==> src/rtl/layer14_acc_bias_relu.sv <==
// Layer-14 per-lane partial-sum accumulator with bias add, ReLU and
// 18-bit output clamp. Partial sums from the adder tree are accumulated
// over up to N_PASS beats in wide saturating registers; the final beat
// adds the bias, rectifies, clamps and loads a valid/ready output register.
module layer14_acc_bias_relu #(
    parameter int N_adder_tree = 16,
    parameter int W            = 18,
    parameter int ACC_W        = 24,
    parameter int N_PASS       = 4
) (
    input  logic                      clk,
    input  logic                      rst,
    input  logic                      in_valid,
    output logic                      in_ready,
    input  logic                      in_last,
    input  logic [N_adder_tree*W-1:0] psum,
    input  logic [N_adder_tree*W-1:0] bias,
    output logic                      out_valid,
    input  logic                      out_ready,
    output logic [N_adder_tree*W-1:0] out_data,
    output logic                      sat_flag,
    output logic                      seq_err
);

    localparam int CW = $clog2(N_PASS) + 1;
    // Two guard bits: acc + psum + bias can never overflow this width.
    localparam int SW = ACC_W + 2;

    localparam logic [SW-1:0] ACC_MAX_X = {{(SW-ACC_W+1){1'b0}}, {(ACC_W-1){1'b1}}};
    localparam logic [SW-1:0] ACC_MIN_X = {{(SW-ACC_W+1){1'b1}}, {(ACC_W-1){1'b0}}};
    localparam logic [SW-1:0] OUT_MAX_X = {{(SW-W+1){1'b0}}, {(W-1){1'b1}}};
    localparam logic [W-1:0]  OUT_MAX   = {1'b0, {(W-1){1'b1}}};

    logic                    out_valid_reg;
    logic                    sat_flag_reg;
    logic                    seq_err_reg;
    logic [CW-1:0]           cnt_reg;

    logic                    accept;
    logic                    cnt_at_max;
    logic                    last_beat;
    logic                    last_accept;
    logic [N_adder_tree-1:0] acc_sat_lane;
    logic [N_adder_tree-1:0] out_sat_lane;

    // Ready depends only on the output register and out_ready, never on in_valid.
    assign in_ready    = !out_valid_reg || out_ready;
    assign accept      = in_valid && in_ready;
    assign cnt_at_max  = (cnt_reg == CW'(N_PASS - 1));
    // A group that reaches N_PASS beats is closed even without in_last.
    assign last_beat   = in_last || cnt_at_max;
    assign last_accept = accept && last_beat;

    assign out_valid = out_valid_reg;
    assign sat_flag  = sat_flag_reg;
    assign seq_err   = seq_err_reg;

    generate
        for (genvar gi = 0; gi < N_adder_tree; gi++) begin : g_lane
            logic [ACC_W-1:0] acc_reg;
            logic [W-1:0]     out_lane_reg;
            logic [W-1:0]     psum_lane;
            logic [W-1:0]     bias_lane;
            logic [SW-1:0]    acc_x;
            logic [SW-1:0]    psum_x;
            logic [SW-1:0]    bias_x;
            logic [SW-1:0]    sum_acc;
            logic [SW-1:0]    sum_fin;
            logic [ACC_W-1:0] acc_next;
            logic [W-1:0]     out_next;
            logic             acc_sat;
            logic             out_sat;

            assign psum_lane = psum[W*gi +: W];
            assign bias_lane = bias[W*gi +: W];
            assign acc_x     = {{(SW-ACC_W){acc_reg[ACC_W-1]}}, acc_reg};
            assign psum_x    = {{(SW-W){psum_lane[W-1]}}, psum_lane};
            assign bias_x    = {{(SW-W){bias_lane[W-1]}}, bias_lane};
            assign sum_acc   = acc_x + psum_x;
            assign sum_fin   = acc_x + psum_x + bias_x;

            // Saturating accumulate for non-final beats.
            always_comb begin
                acc_next = sum_acc[ACC_W-1:0];
                acc_sat  = 1'b0;
                if ($signed(sum_acc) > $signed(ACC_MAX_X)) begin
                    acc_next = ACC_MAX_X[ACC_W-1:0];
                    acc_sat  = 1'b1;
                end else if ($signed(sum_acc) < $signed(ACC_MIN_X)) begin
                    acc_next = ACC_MIN_X[ACC_W-1:0];
                    acc_sat  = 1'b1;
                end
            end

            // ReLU plus positive clamp on the unclamped final sum; zeroing is not a saturation.
            always_comb begin
                out_next = sum_fin[W-1:0];
                out_sat  = 1'b0;
                if (sum_fin[SW-1]) begin
                    out_next = '0;
                end else if ($signed(sum_fin) > $signed(OUT_MAX_X)) begin
                    out_next = OUT_MAX;
                    out_sat  = 1'b1;
                end
            end

            assign acc_sat_lane[gi]    = acc_sat;
            assign out_sat_lane[gi]    = out_sat;
            assign out_data[W*gi +: W] = out_lane_reg;

            // Lane accumulator: accumulate on non-final beats, clear when the group closes.
            always_ff @(posedge clk or posedge rst) begin
                if (rst) begin
                    acc_reg <= '0;
                end else if (accept) begin
                    acc_reg <= last_beat ? '0 : acc_next;
                end
            end

            // Lane output register: loads only when a group closes, holds otherwise.
            always_ff @(posedge clk or posedge rst) begin
                if (rst) begin
                    out_lane_reg <= '0;
                end else if (last_accept) begin
                    out_lane_reg <= out_next;
                end
            end
        end
    endgenerate

    // Beat counter, output valid and sticky status flags.
    always_ff @(posedge clk or posedge rst) begin
        if (rst) begin
            cnt_reg       <= '0;
            out_valid_reg <= 1'b0;
            sat_flag_reg  <= 1'b0;
            seq_err_reg   <= 1'b0;
        end else begin
            if (accept) begin
                cnt_reg <= last_beat ? '0 : cnt_reg + CW'(1);
            end
            // A new group loading in the same cycle as a handshake keeps valid high.
            if (last_accept) begin
                out_valid_reg <= 1'b1;
            end else if (out_valid_reg && out_ready) begin
                out_valid_reg <= 1'b0;
            end
            if ((accept && !last_beat && |acc_sat_lane) ||
                (last_accept && |out_sat_lane)) begin
                sat_flag_reg <= 1'b1;
            end
            if (accept && cnt_at_max && !in_last) begin
                seq_err_reg <= 1'b1;
            end
        end
    end

endmodule

==> config.mk <==
export PLATFORM = sky130hd
export DESIGN_NAME = layer14_acc_bias_relu
export DESIGN_NICKNAME = d
export VERILOG_FILES = /design/src/rtl/layer14_acc_bias_relu.sv
export SDC_FILE = /design/constraint.sdc
export NUM_CORES = 2
export LEC_CHECK = 0
export ABC_CLOCK_PERIOD_IN_PS = 30700
export CELL_PAD_IN_SITES_DETAIL_PLACEMENT = 2
export CELL_PAD_IN_SITES_GLOBAL_PLACEMENT = 2
export CORE_MARGIN = 2
export CORE_UTILIZATION = 30
export CTS_CLUSTER_SIZE = 40
export DETAILED_ROUTE_END_ITERATION = 6
export GPL_ROUTABILITY_DRIVEN = 0
export MAX_ROUTING_LAYER = met4
export PLACE_DENSITY = 0.84
export SLEW_MARGIN = 20
export SYNTH_ARGS = -nofsm -noshare
export SYNTH_HDL_FRONTEND = slang
export SYNTH_SLANG_ARGS = --single-unit
==> constraint.sdc <==
create_clock -name clk -period 30.7 [get_ports clk]
set_input_delay 7.675 -clock clk [delete_from_list [all_inputs] [get_ports clk]]
set_output_delay 7.675 -clock clk [all_outputs]
set_load 0.01 [all_outputs]
Yosys cells after proc, flatten, opt, wreduce, memory -nomap -nowiden
Index checks and enable logic that the tools add are counted.
- register bits after elaboration: 678
- input port bits: 581
- output and inout port bits: 292
- word-level logic and storage cells: 282
- $add $sub $neg: 33
- $lt $le $gt $ge: 48
- eq/ne operators: 1
- mux-type cells: 147
- reduce and logical (&&, ||, !) cells: 17
- operators with widths (kind ; number):
    24-bit two-way mux ; 48
    18-bit two-way mux ; 32
    25-bit by 18-bit adder with 26-bit output ; 16
    26-bit by 18-bit greater-than comparator with 1-bit output (second input constant) ; 16
    24-bit by 18-bit adder with 25-bit output ; 16
    25-bit by 24-bit greater-than comparator with 1-bit output (second input constant) ; 16
    25-bit by 24-bit less-than comparator with 1-bit output (second input constant) ; 16
    1-bit two-way mux ; 66
    16-bit OR reduction ; 2
    1-bit logical AND ; 8
    3-bit by 1-bit adder with 3-bit output (second input constant) ; 1
    3-bit by 2-bit equality test with 1-bit output (second input constant) ; 1
    1-bit zero test ; 3
    1-bit logical OR ; 3
    3-bit two-way mux ; 1
    2-bit nonzero test ; 1

Longest topological paths before layout
- depth in word-level cells: 8
- gate-level depth with buffers: 28
- gate-level depth less buffers: 27

Worst setup path before layout
No wires, ideal clock.
- kind: input -> output
- from: in out_ready
- to: out in_ready
- arrival: 7866 ps
- slack: 15159 ps
- stages on the path: 1
- path through: nand2b_1
- longest elaborated chain between the ends: 1
- ends and longest elaborated chain (element ; line ; RTL):
    start: declaration ; 19 ; input logic out_ready,
    1-bit logical OR ; 47 ; assign in_ready = !out_valid_reg || out_ready;
    end: declaration ; 14 ; output logic in_ready,
No other way between the ends.

Final worst setup path
Same ends and word-level chain as after synthesis.

==> results.sh <==
export IMPL_ys_ff_latch=678
export IMPL_synthSimpleGateAreaFrac=0.183
export IMPL_post_cts_resized=0
export IMPL_ir_worst_vdd_uv=52.7
export IMPL_die_x_um=470
export IMPL_synth_edf_count=0
export IMPL_dp_hpwl_um=227000
export IMPL_setup_viol=0
export IMPL_cp_start_kind="primary input"
export IMPL_netlist_area_leader_share=0.261
export IMPL_start_util=0.303
export IMPL_synthMuxAreaShare=0.00346
export IMPL_slowest_stage="clkdlybuf4s50_1"
export IMPL_clockPowerShare=0.108
export IMPL_fp_dieArea_um2=221000
export IMPL_syn_cell_area_um2=65100
export IMPL_cts_max_level=3
export IMPL_ys_flop_type="dfrtp_1"
export IMPL_clockBufferDepth=3
export IMPL_fmax_mhz=60.2
export IMPL_drtAntennaViolNets=0
export IMPL_place_ws_ns=14.09
export IMPL_clkTransAtPathRegs_ns=0.05
export IMPL_vias_per_cell=5.56
export IMPL_status="finished, final reports clean"
export IMPL_track_usage=0.264
export IMPL_largest_reg_flops=384
export IMPL_core_rowCount=170
export IMPL_period_needed_ns=16.61
export IMPL_synth_xor_area_frac=0.0790
export IMPL_multi_input_area_um2=46100
export IMPL_synth_area_per_cell_um2=7.88
export IMPL_p_comb_frac=0.758
export IMPL_synthAdderAreaFrac=0.167
export IMPL_drv_cap=0
export IMPL_stdcell_count=12000
export IMPL_syn_nets=9685
export IMPL_synth_area_leaders="dfrtp_1 (26%), ha_1 (16%), o21ai_0 (8.6%), xnor2_1 (5.9%), nand2_1 (5.6%)"
export IMPL_min_path_type="reg -> reg"
export IMPL_cts_tree="yes"
export IMPL_yosysWarnings=0
export IMPL_die_height_um=470
export IMPL_grt_pass1_wl_um=452000
export IMPL_core_um2=215000
export IMPL_wl_um=293000
export IMPL_crit_type="in -> out"
export IMPL_mostFrequentLayoutCells="o21ai_0 (1107), nand2_1 (973), nor2_1 (909)"
export IMPL_path_max_fanout=4
export IMPL_post_cts_buffers=0
export IMPL_drc=0
export IMPL_leakage_nw=36.2
export IMPL_synth_area_leader_cell="dfrtp_1"
export IMPL_dr_pass1_iters=7
export IMPL_final_area_um2=80500
export IMPL_fillers=24400
export IMPL_synth_cell_types=108
export IMPL_grt_remaining_overflow=0
export IMPL_final_max_slew_violation_count=0
export IMPL_seq_area_frac_synth=0.261
export IMPL_end_kind="primary output"
export IMPL_fin_hold_ws_ns=0.484
export IMPL_synth_top_family_by_area="compound AO/OA/AOI/OAI gates"
export IMPL_place_area_um2=76900
export IMPL_cts_sinks=678
export IMPL_place_inst=11800
export IMPL_crit_required_ns=23.03
export IMPL_cellPowerDensity_nw_per_um2=141
export IMPL_synth_compound_area_share=0.273
export IMPL_nets=10400
export IMPL_worst_pin_slew_ns=1.23
export IMPL_syn_inst=8261
export IMPL_drive_above_1_share=0.0357
export IMPL_grt_max_degree=171
export IMPL_hold_viol=0
export IMPL_worst_path_buf_inv=2
export IMPL_swShare=0.528
export IMPL_drt_iter0_drc=2904
export IMPL_grt_pass1_vias=74400
export IMPL_final_common_cell="o21ai_0"
export IMPL_crit_path_cell_trace="clkdlybuf4s50_1 -> nand2b_1 -> clkdlybuf4s50_1"
export IMPL_avgRoutedWirePerCell_um=24.4
export IMPL_regArea_um2=17000
export IMPL_via_count=66800
export IMPL_period_share=0.541
export IMPL_skew_ns=0.0293
export IMPL_ys_async_sr_fraction=1.00
export IMPL_final_setup_tns_ns=0
export IMPL_p_seq_frac=0.135
export IMPL_numCtsBuffers=95
export IMPL_rsz0062_at_grt="false"
export IMPL_cp_common_cell="clkdlybuf4s50_1"
export IMPL_slew_headroom=0.178
export IMPL_power_mw=11.4
export IMPL_cpPeakStageDelay_ns=0.58
export IMPL_arrival_ns=8.94
export IMPL_fin_util=0.374
export IMPL_setup_ws_ns=14.09
export IMPL_clk_latency_ns=0.74
export IMPL_io_buffers=872
export IMPL_cell_internal_pwr_mw=5.36
export IMPL_cts_hold_buf=0
export IMPL_antenna_found_initial=80
export IMPL_crit_family="buffers and inverters"
export IMPL_ios=873
export IMPL_area_delta_synth_final_pct=23.7
export IMPL_root_buffer="clkbuf_16"
export IMPL_p_sw_mw=6.01
==> power groups by stage <==
stage | Combinational [mW] | Sequential [mW] | Clock [mW]
CTS | 8.59 | 1.53 | 1.26
finish | 8.61 | 1.53 | 1.23
global route | 9.52 | 1.58 | 1.28
global placement | 7.97 | 1.51 | 0
floorplan | 5.72 | 1.55 | 0
detailed placement | 8.43 | 1.54 | 0
==> tightest hold or removal path: cells and delay by family, from the launching register on <==
kind               cells  cell delay, ns
AOI/OAI and AO/OA      1            0.06
DFF                    1            0.34
and+or+nand+nor        1            0.05
==> kinds of logic (layout without fill, tap and decap cells) <==
| family | count (synthesis) | in the layout |
|---|---|---|
| flip-flops | 678 | 678 |
| AND/OR/NAND/NOR | 2666 | 2666 |
| multiplexers | 22 | 22 |
| adder cells (fa/ha/maj) | 853 | 853 |
| other | 0 | 78 |
| XOR/XNOR | 587 | 587 |
| AO/OA/AOI/OAI | 2878 | 2878 |
| buffers and inverters | 577 | 1408 |
==> worst paths after layout <==
path                                       start                     end  slack, ns  depth (start not counted)
setup / recovery                       out_ready                in_ready      14.09                          3
hold / removal             g_lane[5].acc_reg[19]   g_lane[5].acc_reg[19]       0.48                          2
setup reg to reg            g_lane[6].acc_reg[0]                sat_flag      23.17                         25
hold reg to reg            g_lane[5].acc_reg[19]   g_lane[5].acc_reg[19]       0.48                          2
max in group asynchronous                    rst   g_lane[0].acc_reg[16]      20.00                          5
min in group asynchronous                    rst  g_lane[15].acc_reg[21]       7.50                          2
==> cell usage after synthesis (58+ instances only) <==
cell type and n:
a211oi_1 72, a21o_1 281, a21oi_1 612, a31oi_1 59
and2_1 58, and3_1 59, clkbuf_1 259, dfrtp_1 678
ha_1 811, inv_1 308, nand2_1 975, nand2b_1 108
nand3_1 116, nand4_1 60, nor2_1 910, nor2b_1 112
nor3_1 107, o21a_1 154, o21ai_0 1117, o21bai_1 95
xnor2_1 437, xor2_1 150
==> area by class of cell <==
type                            instances  area share
Clock buffer                          122      0.0339
Clock inverter                         49     0.00746
Sequential cell                       678       0.211
Timing Repair Buffer                  929       0.114
Inverter                              308      0.0145
Antenna cell                           78     0.00243
Tap cell                             2838      0.0441
Multi-Input combinational cell       7006       0.573
==> per-layer routing <==
metal,global-route usage,vias to the layer above,routed length (um),share of wire
li1,-,31200,-,-
met1,0.310,33900,126000,0.43
met2,0.450,1271,143000,0.49
met3,0.0461,386,12400,0.042
met4,0.100,0,11600,0.040
met5,-,-,0,0
(Power assumes the default switching activity.)
